===== src/rtl/id_decode_queue_if.sv =====
// Fetch-to-decode handshake bundle for id_decode_queue.
// slave : the queue/decoder (consumes if_*, flush, id_ready; drives if_ready, id_*, count)
// master: the surrounding pipeline (fetch + execute side)
interface id_decode_queue_if #(
    parameter int unsigned XLEN  = 64,
    parameter int unsigned DEPTH = 4
);
    localparam int unsigned CW = $clog2(DEPTH) + 1;

    logic            if_valid;
    logic            if_ready;
    logic [31:0]     if_inst;
    logic [XLEN-1:0] if_pc;
    logic            flush;

    logic            id_valid;
    logic            id_ready;
    logic [XLEN-1:0] id_pc;
    logic [XLEN-1:0] id_imm;
    logic [31:0]     id_inst;
    logic [4:0]      id_rs1_addr;
    logic [4:0]      id_rs2_addr;
    logic [4:0]      id_rd_addr;
    logic            id_rs1_ena;
    logic            id_rs2_ena;
    logic            id_rd_ena;
    logic [15:0]     id_op_info;
    logic [9:0]      id_alu_info;
    logic [7:0]      id_mext_info;
    logic            id_word_op;
    logic            id_illegal;
    logic [CW-1:0]   count;

    modport slave (
        input  if_valid, if_inst, if_pc, flush, id_ready,
        output if_ready, id_valid, id_pc, id_imm, id_inst,
               id_rs1_addr, id_rs2_addr, id_rd_addr,
               id_rs1_ena, id_rs2_ena, id_rd_ena,
               id_op_info, id_alu_info, id_mext_info,
               id_word_op, id_illegal, count
    );

    modport master (
        output if_valid, if_inst, if_pc, flush, id_ready,
        input  if_ready, id_valid, id_pc, id_imm, id_inst,
               id_rs1_addr, id_rs2_addr, id_rd_addr,
               id_rs1_ena, id_rs2_ena, id_rd_ena,
               id_op_info, id_alu_info, id_mext_info,
               id_word_op, id_illegal, count
    );
endinterface


===== src/rtl/id_decode_queue.sv =====
// Instruction queue + RISC-V decode stage with a registered decode output.
// Ports: clk, rst_n (async active-low), bus (id_decode_queue_if.slave):
//   if_valid/if_ready/if_inst/if_pc  fetch handshake into a DEPTH-entry FIFO
//   flush                            drops queue contents and the output register
//   id_valid/id_ready/id_*           decoded instruction towards execute
//   count                            FIFO occupancy (output register excluded)
// Optional feature: define DECODE_MEXT_EN to decode the M extension
// (funct7=0x01 under OP / OP-32); otherwise those encodings are illegal.
module id_decode_queue #(
    parameter int unsigned XLEN  = 64,
    parameter int unsigned DEPTH = 4
) (
    input  logic             clk,
    input  logic             rst_n,
    id_decode_queue_if.slave bus
);
    localparam int unsigned PW   = $clog2(DEPTH);
    localparam int unsigned CW   = PW + 1;
    localparam bit          RV64 = (XLEN == 64);

    localparam logic [6:0] OPC_LOAD    = 7'h03;
    localparam logic [6:0] OPC_FENCE   = 7'h0f;
    localparam logic [6:0] OPC_OPIMM   = 7'h13;
    localparam logic [6:0] OPC_AUIPC   = 7'h17;
    localparam logic [6:0] OPC_OPIMM32 = 7'h1b;
    localparam logic [6:0] OPC_STORE   = 7'h23;
    localparam logic [6:0] OPC_OP      = 7'h33;
    localparam logic [6:0] OPC_LUI     = 7'h37;
    localparam logic [6:0] OPC_OP32    = 7'h3b;
    localparam logic [6:0] OPC_BRANCH  = 7'h63;
    localparam logic [6:0] OPC_JALR    = 7'h67;
    localparam logic [6:0] OPC_JAL     = 7'h6f;
    localparam logic [6:0] OPC_SYSTEM  = 7'h73;
    localparam logic [6:0] OPC_PUTCH   = 7'h7b;

    localparam int unsigned ALU_ADD  = 0;
    localparam int unsigned ALU_SUB  = 1;
    localparam int unsigned ALU_SLT  = 2;
    localparam int unsigned ALU_SLTU = 3;
    localparam int unsigned ALU_XOR  = 4;
    localparam int unsigned ALU_OR   = 5;
    localparam int unsigned ALU_AND  = 6;
    localparam int unsigned ALU_SLL  = 7;
    localparam int unsigned ALU_SRL  = 8;
    localparam int unsigned ALU_SRA  = 9;

    logic [31:0]     inst_mem [DEPTH];
    logic [XLEN-1:0] pc_mem   [DEPTH];
    logic [PW-1:0]   wr_ptr;
    logic [PW-1:0]   rd_ptr;
    logic [CW-1:0]   cnt;
    logic            rdy_en;
    logic            push_c;
    logic            pop_c;

    // rdy_en keeps if_ready low through reset and rises on the first edge after it
    assign bus.if_ready = rdy_en & (cnt < CW'(DEPTH)) & ~bus.flush;
    assign push_c       = bus.if_valid & bus.if_ready;
    assign pop_c        = (cnt != '0) & (~bus.id_valid | bus.id_ready);
    assign bus.count    = cnt;

    // Queue pointers and occupancy; flush wins over push and pop
    always_ff @(posedge clk or negedge rst_n) begin
        if (!rst_n) begin
            wr_ptr <= '0;
            rd_ptr <= '0;
            cnt    <= '0;
            rdy_en <= 1'b0;
        end else begin
            rdy_en <= 1'b1;
            if (bus.flush) begin
                wr_ptr <= '0;
                rd_ptr <= '0;
                cnt    <= '0;
            end else begin
                if (push_c) wr_ptr <= wr_ptr + PW'(1);
                if (pop_c)  rd_ptr <= rd_ptr + PW'(1);
                cnt <= cnt + CW'(push_c) - CW'(pop_c);
            end
        end
    end

    // Queue storage (contents are qualified by cnt, so no reset needed)
    always_ff @(posedge clk) begin
        if (push_c) begin
            inst_mem[wr_ptr] <= bus.if_inst;
            pc_mem[wr_ptr]   <= bus.if_pc;
        end
    end

    logic [31:0]     hd;
    logic [6:0]      opc;
    logic [2:0]      f3;
    logic [6:0]      f7;
    logic [XLEN-1:0] imm_i, imm_s, imm_b, imm_u, imm_j;

    assign hd    = inst_mem[rd_ptr];
    assign opc   = hd[6:0];
    assign f3    = hd[14:12];
    assign f7    = hd[31:25];
    assign imm_i = XLEN'($signed(hd[31:20]));
    assign imm_s = XLEN'($signed({hd[31:25], hd[11:7]}));
    assign imm_b = XLEN'($signed({hd[31], hd[7], hd[30:25], hd[11:8], 1'b0}));
    assign imm_u = XLEN'($signed({hd[31:12], 12'b0}));
    assign imm_j = XLEN'($signed({hd[31], hd[19:12], hd[20], hd[30:21], 1'b0}));

    logic [15:0]     d_op;
    logic [9:0]      d_alu;
    logic [7:0]      d_mext;
    logic [XLEN-1:0] d_imm;
    logic            d_rs1_ena, d_rs2_ena, d_rd_ena;
    logic            d_word, d_ill;

    // Decode of the queue head; an illegal result clears every other field at the end
    always_comb begin
        d_op      = '0;
        d_alu     = '0;
        d_mext    = '0;
        d_imm     = '0;
        d_rs1_ena = 1'b0;
        d_rs2_ena = 1'b0;
        d_rd_ena  = 1'b0;
        d_word    = 1'b0;
        d_ill     = 1'b0;
        case (opc)
            OPC_LOAD: begin
                d_op[0] = 1'b1; d_alu[ALU_ADD] = 1'b1;
                d_rs1_ena = 1'b1; d_rd_ena = 1'b1; d_imm = imm_i;
                case (f3)
                    3'd0, 3'd1, 3'd2, 3'd4, 3'd5: ;
                    3'd3, 3'd6: d_ill = !RV64;
                    default:    d_ill = 1'b1;
                endcase
            end
            OPC_FENCE: begin
                d_op[1] = 1'b1; d_imm = imm_i;
                if (f3 > 3'd1) d_ill = 1'b1;
            end
            OPC_OPIMM: begin
                d_op[2] = 1'b1; d_rs1_ena = 1'b1; d_rd_ena = 1'b1; d_imm = imm_i;
                case (f3)
                    3'd0: d_alu[ALU_ADD]  = 1'b1;
                    3'd2: d_alu[ALU_SLT]  = 1'b1;
                    3'd3: d_alu[ALU_SLTU] = 1'b1;
                    3'd4: d_alu[ALU_XOR]  = 1'b1;
                    3'd6: d_alu[ALU_OR]   = 1'b1;
                    3'd7: d_alu[ALU_AND]  = 1'b1;
                    3'd1: begin
                        d_alu[ALU_SLL] = 1'b1; d_imm = XLEN'(hd[25:20]);
                        d_ill = (hd[31:26] != 6'b000000) | (!RV64 & hd[25]);
                    end
                    default: begin
                        d_imm = XLEN'(hd[25:20]);
                        if (hd[31:26] == 6'b000000)      d_alu[ALU_SRL] = 1'b1;
                        else if (hd[31:26] == 6'b010000) d_alu[ALU_SRA] = 1'b1;
                        else                             d_ill = 1'b1;
                        if (!RV64 && hd[25]) d_ill = 1'b1;
                    end
                endcase
            end
            OPC_AUIPC: begin
                d_op[3] = 1'b1; d_alu[ALU_ADD] = 1'b1; d_rd_ena = 1'b1; d_imm = imm_u;
            end
            OPC_OPIMM32: begin
                d_op[4] = 1'b1; d_word = 1'b1; d_rs1_ena = 1'b1; d_rd_ena = 1'b1;
                d_ill = !RV64;
                case (f3)
                    3'd0: begin d_alu[ALU_ADD] = 1'b1; d_imm = imm_i; end
                    3'd1: begin
                        d_alu[ALU_SLL] = 1'b1; d_imm = XLEN'(hd[24:20]);
                        if (f7 != 7'h00) d_ill = 1'b1;
                    end
                    3'd5: begin
                        d_imm = XLEN'(hd[24:20]);
                        if (f7 == 7'h00)      d_alu[ALU_SRL] = 1'b1;
                        else if (f7 == 7'h20) d_alu[ALU_SRA] = 1'b1;
                        else                  d_ill = 1'b1;
                    end
                    default: d_ill = 1'b1;
                endcase
            end
            OPC_STORE: begin
                d_op[5] = 1'b1; d_alu[ALU_ADD] = 1'b1;
                d_rs1_ena = 1'b1; d_rs2_ena = 1'b1; d_imm = imm_s;
                case (f3)
                    3'd0, 3'd1, 3'd2: ;
                    3'd3:    d_ill = !RV64;
                    default: d_ill = 1'b1;
                endcase
            end
            OPC_OP: begin
                d_op[6] = 1'b1; d_rs1_ena = 1'b1; d_rs2_ena = 1'b1; d_rd_ena = 1'b1;
                case (f7)
                    7'h00: begin
                        case (f3)
                            3'd0: d_alu[ALU_ADD]  = 1'b1;
                            3'd1: d_alu[ALU_SLL]  = 1'b1;
                            3'd2: d_alu[ALU_SLT]  = 1'b1;
                            3'd3: d_alu[ALU_SLTU] = 1'b1;
                            3'd4: d_alu[ALU_XOR]  = 1'b1;
                            3'd5: d_alu[ALU_SRL]  = 1'b1;
                            3'd6: d_alu[ALU_OR]   = 1'b1;
                            default: d_alu[ALU_AND] = 1'b1;
                        endcase
                    end
                    7'h20: begin
                        if (f3 == 3'd0)      d_alu[ALU_SUB] = 1'b1;
                        else if (f3 == 3'd5) d_alu[ALU_SRA] = 1'b1;
                        else                 d_ill = 1'b1;
                    end
`ifdef DECODE_MEXT_EN
                    // funct3 order matches the one-hot order mul..remu
                    7'h01: d_mext[f3] = 1'b1;
`endif
                    default: d_ill = 1'b1;
                endcase
            end
            OPC_LUI: begin
                d_op[7] = 1'b1; d_alu[ALU_ADD] = 1'b1; d_rd_ena = 1'b1; d_imm = imm_u;
            end
            OPC_OP32: begin
                d_op[8] = 1'b1; d_word = 1'b1;
                d_rs1_ena = 1'b1; d_rs2_ena = 1'b1; d_rd_ena = 1'b1;
                d_ill = !RV64;
                case (f7)
                    7'h00: begin
                        if (f3 == 3'd0)      d_alu[ALU_ADD] = 1'b1;
                        else if (f3 == 3'd1) d_alu[ALU_SLL] = 1'b1;
                        else if (f3 == 3'd5) d_alu[ALU_SRL] = 1'b1;
                        else                 d_ill = 1'b1;
                    end
                    7'h20: begin
                        if (f3 == 3'd0)      d_alu[ALU_SUB] = 1'b1;
                        else if (f3 == 3'd5) d_alu[ALU_SRA] = 1'b1;
                        else                 d_ill = 1'b1;
                    end
`ifdef DECODE_MEXT_EN
                    // Only mulw/divw/divuw/remw/remuw exist in the word form
                    7'h01: begin
                        if (f3 == 3'd0 || f3 >= 3'd4) d_mext[f3] = 1'b1;
                        else                          d_ill = 1'b1;
                    end
`endif
                    default: d_ill = 1'b1;
                endcase
            end
            OPC_BRANCH: begin
                d_op[9] = 1'b1; d_rs1_ena = 1'b1; d_rs2_ena = 1'b1; d_imm = imm_b;
                case (f3)
                    3'd0, 3'd1: d_alu[ALU_SUB]  = 1'b1;
                    3'd4, 3'd5: d_alu[ALU_SLT]  = 1'b1;
                    3'd6, 3'd7: d_alu[ALU_SLTU] = 1'b1;
                    default:    d_ill = 1'b1;
                endcase
            end
            OPC_JALR: begin
                d_op[10] = 1'b1; d_alu[ALU_ADD] = 1'b1;
                d_rs1_ena = 1'b1; d_rd_ena = 1'b1; d_imm = imm_i;
                if (f3 != 3'd0) d_ill = 1'b1;
            end
            OPC_JAL: begin
                d_op[11] = 1'b1; d_alu[ALU_ADD] = 1'b1; d_rd_ena = 1'b1; d_imm = imm_j;
            end
            OPC_SYSTEM: begin
                d_imm = imm_i;
                case (f3)
                    3'd0: begin
                        // ecall/ebreak only: imm 0/1 with rs1, rd and funct3 all zero
                        if (hd[31:21] == 11'd0 && hd[19:7] == 13'd0) d_op[12] = 1'b1;
                        else                                         d_ill = 1'b1;
                    end
                    3'd1, 3'd2, 3'd3: begin
                        d_op[14] = 1'b1; d_rs1_ena = 1'b1; d_rd_ena = 1'b1;
                    end
                    3'd5, 3'd6, 3'd7: begin
                        // rs1 field carries the zero-extended uimm, not a register
                        d_op[13] = 1'b1; d_rd_ena = 1'b1;
                    end
                    default: d_ill = 1'b1;
                endcase
            end
            OPC_PUTCH: begin
                d_op[15] = 1'b1; d_rs1_ena = 1'b1;
                if (f3 != 3'd0) d_ill = 1'b1;
            end
            default: d_ill = 1'b1;
        endcase
        if (d_ill) begin
            d_op      = '0;
            d_alu     = '0;
            d_mext    = '0;
            d_imm     = '0;
            d_rs1_ena = 1'b0;
            d_rs2_ena = 1'b0;
            d_rd_ena  = 1'b0;
            d_word    = 1'b0;
        end
    end

    // Output register: reload from the head whenever it is empty or being consumed
    always_ff @(posedge clk or negedge rst_n) begin
        if (!rst_n) begin
            bus.id_valid     <= 1'b0;
            bus.id_pc        <= '0;
            bus.id_imm       <= '0;
            bus.id_inst      <= '0;
            bus.id_rs1_addr  <= '0;
            bus.id_rs2_addr  <= '0;
            bus.id_rd_addr   <= '0;
            bus.id_rs1_ena   <= 1'b0;
            bus.id_rs2_ena   <= 1'b0;
            bus.id_rd_ena    <= 1'b0;
            bus.id_op_info   <= '0;
            bus.id_alu_info  <= '0;
            bus.id_mext_info <= '0;
            bus.id_word_op   <= 1'b0;
            bus.id_illegal   <= 1'b0;
        end else if (bus.flush) begin
            bus.id_valid <= 1'b0;
        end else if (pop_c) begin
            bus.id_valid     <= 1'b1;
            bus.id_pc        <= pc_mem[rd_ptr];
            bus.id_imm       <= d_imm;
            bus.id_inst      <= hd;
            bus.id_rs1_addr  <= d_rs1_ena ? hd[19:15] : 5'd0;
            bus.id_rs2_addr  <= d_rs2_ena ? hd[24:20] : 5'd0;
            bus.id_rd_addr   <= d_rd_ena  ? hd[11:7]  : 5'd0;
            bus.id_rs1_ena   <= d_rs1_ena;
            bus.id_rs2_ena   <= d_rs2_ena;
            bus.id_rd_ena    <= d_rd_ena;
            bus.id_op_info   <= d_op;
            bus.id_alu_info  <= d_alu;
            bus.id_mext_info <= d_mext;
            bus.id_word_op   <= d_word;
            bus.id_illegal   <= d_ill;
        end else if (bus.id_ready) begin
            bus.id_valid <= 1'b0;
        end
    end
endmodule


===== src/flat_wrapper.sv =====
// flat-port wrapper written by rule: the top's interface ports become plain ports
module id_decode_queue_flat 
#(
    parameter int unsigned XLEN  = 64,
    parameter int unsigned DEPTH = 4
)
  (clk, rst_n, bus_if_valid, bus_if_inst, bus_if_pc, bus_flush, bus_id_ready, bus_if_ready, bus_id_valid, bus_id_pc, bus_id_imm, bus_id_inst, bus_id_rs1_addr, bus_id_rs2_addr, bus_id_rd_addr, bus_id_rs1_ena, bus_id_rs2_ena, bus_id_rd_ena, bus_id_op_info, bus_id_alu_info, bus_id_mext_info, bus_id_word_op, bus_id_illegal, bus_count);
  id_decode_queue_if #(.XLEN(XLEN), .DEPTH(DEPTH)) bus_i ();
  input  logic clk;
  input  logic rst_n;
  input wire logic [$bits(bus_i.if_valid)-1:0] bus_if_valid;
  input wire logic [$bits(bus_i.if_inst)-1:0] bus_if_inst;
  input wire logic [$bits(bus_i.if_pc)-1:0] bus_if_pc;
  input wire logic [$bits(bus_i.flush)-1:0] bus_flush;
  input wire logic [$bits(bus_i.id_ready)-1:0] bus_id_ready;
  output wire logic [$bits(bus_i.if_ready)-1:0] bus_if_ready;
  output wire logic [$bits(bus_i.id_valid)-1:0] bus_id_valid;
  output wire logic [$bits(bus_i.id_pc)-1:0] bus_id_pc;
  output wire logic [$bits(bus_i.id_imm)-1:0] bus_id_imm;
  output wire logic [$bits(bus_i.id_inst)-1:0] bus_id_inst;
  output wire logic [$bits(bus_i.id_rs1_addr)-1:0] bus_id_rs1_addr;
  output wire logic [$bits(bus_i.id_rs2_addr)-1:0] bus_id_rs2_addr;
  output wire logic [$bits(bus_i.id_rd_addr)-1:0] bus_id_rd_addr;
  output wire logic [$bits(bus_i.id_rs1_ena)-1:0] bus_id_rs1_ena;
  output wire logic [$bits(bus_i.id_rs2_ena)-1:0] bus_id_rs2_ena;
  output wire logic [$bits(bus_i.id_rd_ena)-1:0] bus_id_rd_ena;
  output wire logic [$bits(bus_i.id_op_info)-1:0] bus_id_op_info;
  output wire logic [$bits(bus_i.id_alu_info)-1:0] bus_id_alu_info;
  output wire logic [$bits(bus_i.id_mext_info)-1:0] bus_id_mext_info;
  output wire logic [$bits(bus_i.id_word_op)-1:0] bus_id_word_op;
  output wire logic [$bits(bus_i.id_illegal)-1:0] bus_id_illegal;
  output wire logic [$bits(bus_i.count)-1:0] bus_count;
  assign bus_i.if_valid = bus_if_valid;
  assign bus_i.if_inst = bus_if_inst;
  assign bus_i.if_pc = bus_if_pc;
  assign bus_i.flush = bus_flush;
  assign bus_i.id_ready = bus_id_ready;
  assign bus_if_ready = bus_i.if_ready;
  assign bus_id_valid = bus_i.id_valid;
  assign bus_id_pc = bus_i.id_pc;
  assign bus_id_imm = bus_i.id_imm;
  assign bus_id_inst = bus_i.id_inst;
  assign bus_id_rs1_addr = bus_i.id_rs1_addr;
  assign bus_id_rs2_addr = bus_i.id_rs2_addr;
  assign bus_id_rd_addr = bus_i.id_rd_addr;
  assign bus_id_rs1_ena = bus_i.id_rs1_ena;
  assign bus_id_rs2_ena = bus_i.id_rs2_ena;
  assign bus_id_rd_ena = bus_i.id_rd_ena;
  assign bus_id_op_info = bus_i.id_op_info;
  assign bus_id_alu_info = bus_i.id_alu_info;
  assign bus_id_mext_info = bus_i.id_mext_info;
  assign bus_id_word_op = bus_i.id_word_op;
  assign bus_id_illegal = bus_i.id_illegal;
  assign bus_count = bus_i.count;
  id_decode_queue #(.XLEN(XLEN), .DEPTH(DEPTH)) u_core (.clk(clk), .rst_n(rst_n), .bus(bus_i));
endmodule

===== config.mk =====
export PLATFORM = sky130hd
export DESIGN_NAME = id_decode_queue_flat
export DESIGN_NICKNAME = d
export VERILOG_FILES = /design/src/rtl/id_decode_queue_if.sv /design/src/rtl/id_decode_queue.sv /design/src/flat_wrapper.sv
export SDC_FILE = /design/constraint.sdc
export NUM_CORES = 1
export LEC_CHECK = 0
export ABC_CLOCK_PERIOD_IN_PS = 5300
export CORE_MARGIN = 3
export CORE_UTILIZATION = 56
export DETAILED_ROUTE_END_ITERATION = 10
export GPL_ROUTABILITY_DRIVEN = 0
export MAX_ROUTING_LAYER = met4
export PLACE_DENSITY = 0.82
export RECOVER_POWER = 25
export SKIP_LAST_GASP = 1
export SLEW_MARGIN = 20
export SYNTH_ARGS = -nofsm -noshare
export SYNTH_HDL_FRONTEND = slang
export SYNTH_SLANG_ARGS = --single-unit

===== constraint.sdc =====
create_clock -name clk -period 5.3 [get_ports clk]
set_input_delay 1.06 -clock clk [delete_from_list [all_inputs] [get_ports clk]]
set_output_delay 1.06 -clock clk [all_outputs]
set_load 0.005 [all_outputs]

==> flow_summary.json <==
{
  "maxSlewHeadroom": 0.365,
  "dp_hpwl_mm": 32.4,
  "p_sw_frac": 0.288,
  "crit_path_frequent_cell": "clkdlybuf4s50_1",
  "die_x_microns": 206,
  "fin_worst_skew_ns": 0.0204,
  "clk_pin_slew_ns": 0.06,
  "dr.pass1.iters": 6,
  "rsz0062_at_grt": "no",
  "critical_path_required_ns": 4.24,
  "synthesis.instances": 1450,
  "layout.nets": 1831,
  "synth-edff-count": 384,
  "worstSetupPathType": "in -> out",
  "worst_slew_pin_slew_ns": 0.928,
  "max_freq_mhz": 250,
  "start_kind": "primary input",
  "syn_avg_cell_area_sq_um": 15.4,
  "track_usage": 0.252,
  "worstPathArrival_ns": 2.93,
  "clock_latency_ns": 0.59,
  "path_cells": "clkdlybuf4s50_1, nor3b_1, clkdlybuf4s50_1",
  "synth_ff_type": "edfxtp_1",
  "status": "complete, no violations",
  "combPwrFrac": 0.259,
  "fin_cells": 2299,
  "slowest_delay_ns": 0.63,
  "grt_max_degree": 106,
  "startpoint": "bus_flush",
  "port-buffer-count": 311,
  "r2r-end": "u_core.bus.id_rd_addr[0]",
  "intPower_uw": 9260,
  "cts_setup_buffers": 0,
  "vdd_drop_max_mv": 0.361,
  "ys_types": 60,
  "p_clk_frac": 0.310,
  "viasPerCell": 5.84,
  "synth_seq_cells": 567,
  "cap_violations": 0,
  "critPathCapture": "bus_if_ready",
  "slew_violations": 0,
  "drt_iter0_markers": 1307,
  "clock_sinks": 567,
  "p_leak_uw": 0.0100,
  "fin_crit_sh": 0.753,
  "row_count": 72,
  "place_inst": 2185,
  "drc_errors": 0,
  "grt_antenna_before_repair": 13,
  "drtAntennaViolNets": 0,
  "crit_path_max_fanout": 11,
  "drive_gt1_frac": 0.134,
  "reg2reg_from": "u_core.rd_ptr[0]",
  "wl_mm": 51.8,
  "cp-end-kind": "output pin",
  "dr_total_vias": 13417,
  "ctsResizeCount": 0,
  "grt_pass1_wl_mm": 78.7,
  "fin_crit_ns": 3.99,
  "synth-warning-count": 0,
  "critPathSlowestCell": "clkdlybuf4s50_1",
  "clock-root-buffer": "clkbuf_16",
  "grt_pass1_vias": 13660,
  "final_area_sq_um": 27600,
  "start_util": 0.573,
  "timing.setup.tns_ns": 0,
  "hp-class": "reg -> reg",
  "core-area_sq_um": 39000,
  "power_switching_uw": 3750,
  "gr-total-overflow": 0,
  "yosysSeqAreaShare": 0.720,
  "worstRegToRegCells": 8,
  "avgRoutedWirePerCell_microns": 22.5,
  "die-area_sq_um": 42400,
  "cts_hold_buf": 0,
  "cts_tree": "done",
  "ios": 320,
  "cts_buffer_depth": 3,
  "async_flop_share": 0.323,
  "syn_to_final_growth_pct": 23.6,
  "dpl_cell_area_sq_um": 25700,
  "numCtsBuffers": 54,
  "setup_viol": 0,
  "regToRegSetupSlack_ns": 1.38,
  "power_frac_seq": 0.431,
  "htreeDepth": 2,
  "die_y_microns": 206,
  "power.density_nw_per_um2": 471,
  "synth.cell_area_sq_um": 22400,
  "hold_violations": 0,
  "fillers": 2446
}
-- per-stage QoR --
step	util	setup WS [ns]	total power (uW)	hold WS, ns
final	0.708	1.31	13000	0.474
after global routing	0.708	1.10	13600	0.495
after CTS	0.707	1.29	13100	0.479
after detailed placement	0.659	1.14	9060	0.462
after global placement	0.659	1.14	8960	0.459
after floorplan	-	0.815	7520	0.470
-- cells by family after synthesis --
logic type / share of synthesized area
simple gates: 0.0930
buf+inv: 0.0322
mux: 0.0967
fa+ha+maj: 0.00425
other cells: 0.000336
compound gates: 0.0507
flops: 0.720
xor+xnor: 0.00235
-- cells in the mapped netlist (all sizes together), types with 2 or more instances --
cell       n  area (sq um)
o21a       3          22.5
a22oi      7          52.6
nor4b      2          17.5
buf       77           518
a2111oi    2          36.3
nor3b      5          37.5
a311oi     3          26.3
a32oi      3          26.3
nand4      5          31.3
mux4      96          2160
nand2b     8          50.1
and3       8          50.1
or3        6          42.5
xor2       2          17.5
nand3      8          40.0
inv       11          41.3
ha         6          75.1
xnor2      4          35.0
nand2    380          1430
a21oi     29           145
a31oi      4          31.3
o21ai     37           185
edfxtp   384         11500
o2111ai    2          17.5
or2        4          25.0
a22o      10          87.6
a32o       6          60.1
nor2      27           101
and2       3          18.8
nor2b     10          62.6
o31ai     37           378
clkbuf    43           161
dfrtp    183          4580
nand3b     2          15.0
nor4       5          46.3
o22ai      5          31.3
nor3      13          86.3
conb       2          7.51
-- worst min-delay path by stage --
stage,startpoint,to,slack [ns],cells after the start
after global placement,u_core.bus.id_pc[32],u_core.bus.id_pc[32],0.46,2
after floorplan,u_core.bus.id_pc[0],u_core.bus.id_pc[0],0.47,2
final,u_core.bus.id_pc[40],u_core.bus.id_pc[40],0.47,2
after global routing,u_core.bus.id_inst[24],u_core.bus.id_inst[24],0.49,2
after detailed placement,u_core.bus.id_pc[49],u_core.bus.id_pc[49],0.46,2
after CTS,u_core.bus.id_pc[41],u_core.bus.id_pc[41],0.48,2
-- per-layer routing --
metal	track usage	vias to the layer above	wire, microns
met1	0.325	6757	19900
met3	0.0525	111	4790
met4	0.0836	0	1470
met5	-	-	0
li1	-	5881	-
met2	0.406	668	25600
-- area by class of cell --
cell class                      instances  area (sq um)  share of cell area
Clock buffer                           75          1480              0.0536
Antenna cell                           13          32.5             0.00118
Clock inverter                         26           388              0.0140
Inverter                               11          41.3             0.00149
Timing Repair Buffer                  330          3320               0.120
Multi-Input combinational cell        759          5600               0.203
Tap cell                              518           648              0.0235
Sequential cell                       567         16100               0.583
-- sequential cells by signal, indices dropped and copies added, names as in the netlist, 2 cells and up --
register / cells
u_core.rd_ptr: 2
u_core.bus.id_rs2_addr: 5
u_core.bus.id_inst: 32
u_core.pc_mem: 256
u_core.bus.id_pc: 64
u_core.bus.id_alu_info: 10
u_core.bus.count: 3
u_core.bus.id_rs1_addr: 5
u_core.bus.id_rd_addr: 5
u_core.inst_mem: 128
u_core.wr_ptr: 2
u_core.bus.id_op_info: 16
u_core.bus.id_imm: 32
-- power groups by stage --
stage / combinational (uW) / sequential, uW / clock [uW]
floorplan: 1970 / 5550 / 0
global placement: 3290 / 5670 / 0
detailed placement: 3380 / 5680 / 0
CTS: 3400 / 5610 / 4100
global route: 3660 / 5650 / 4260
finish: 3360 / 5610 / 4030
-- layout by cell type, fill, tap and decap left out, drive strengths merged, types with 3 or more instances in the layout --
cell type | synthesis | routed
clkbuf | 43 | 76
a32oi | 3 | 3
mux4 | 96 | 96
dfrtp | 183 | 183
xnor2 | 4 | 4
nand2b | 8 | 8
o31ai | 37 | 37
nor2 | 27 | 27
a22o | 10 | 10
nand2 | 380 | 380
conb | 2 | 9
nor2b | 10 | 10
a21oi | 29 | 29
a22oi | 7 | 7
bufinv | 0 | 10
and2 | 3 | 3
nor3 | 13 | 13
o22ai | 5 | 5
clkdlybuf4s50 | 0 | 244
nor4 | 5 | 5
o21ai | 37 | 37
or3 | 6 | 6
nand3 | 8 | 8
clkinv | 0 | 12
and3 | 8 | 8
or2 | 4 | 4
clkinvlp | 0 | 3
a32o | 6 | 6
diode | 0 | 13
nor3b | 5 | 5
inv | 11 | 12
buf | 77 | 19
a311oi | 3 | 3
a31oi | 4 | 4
edfxtp | 384 | 384
dlygate4sd3 | 0 | 66
nand4 | 5 | 5
ha | 6 | 6
o21a | 3 | 3
-- critical path: cells and delay by family --
family	cells	cell delay (ns)
buffers and inverters	2	1.25
and+or+nand+nor	1	0.62
No activity file was read; power rests on OpenSTA's default activity.
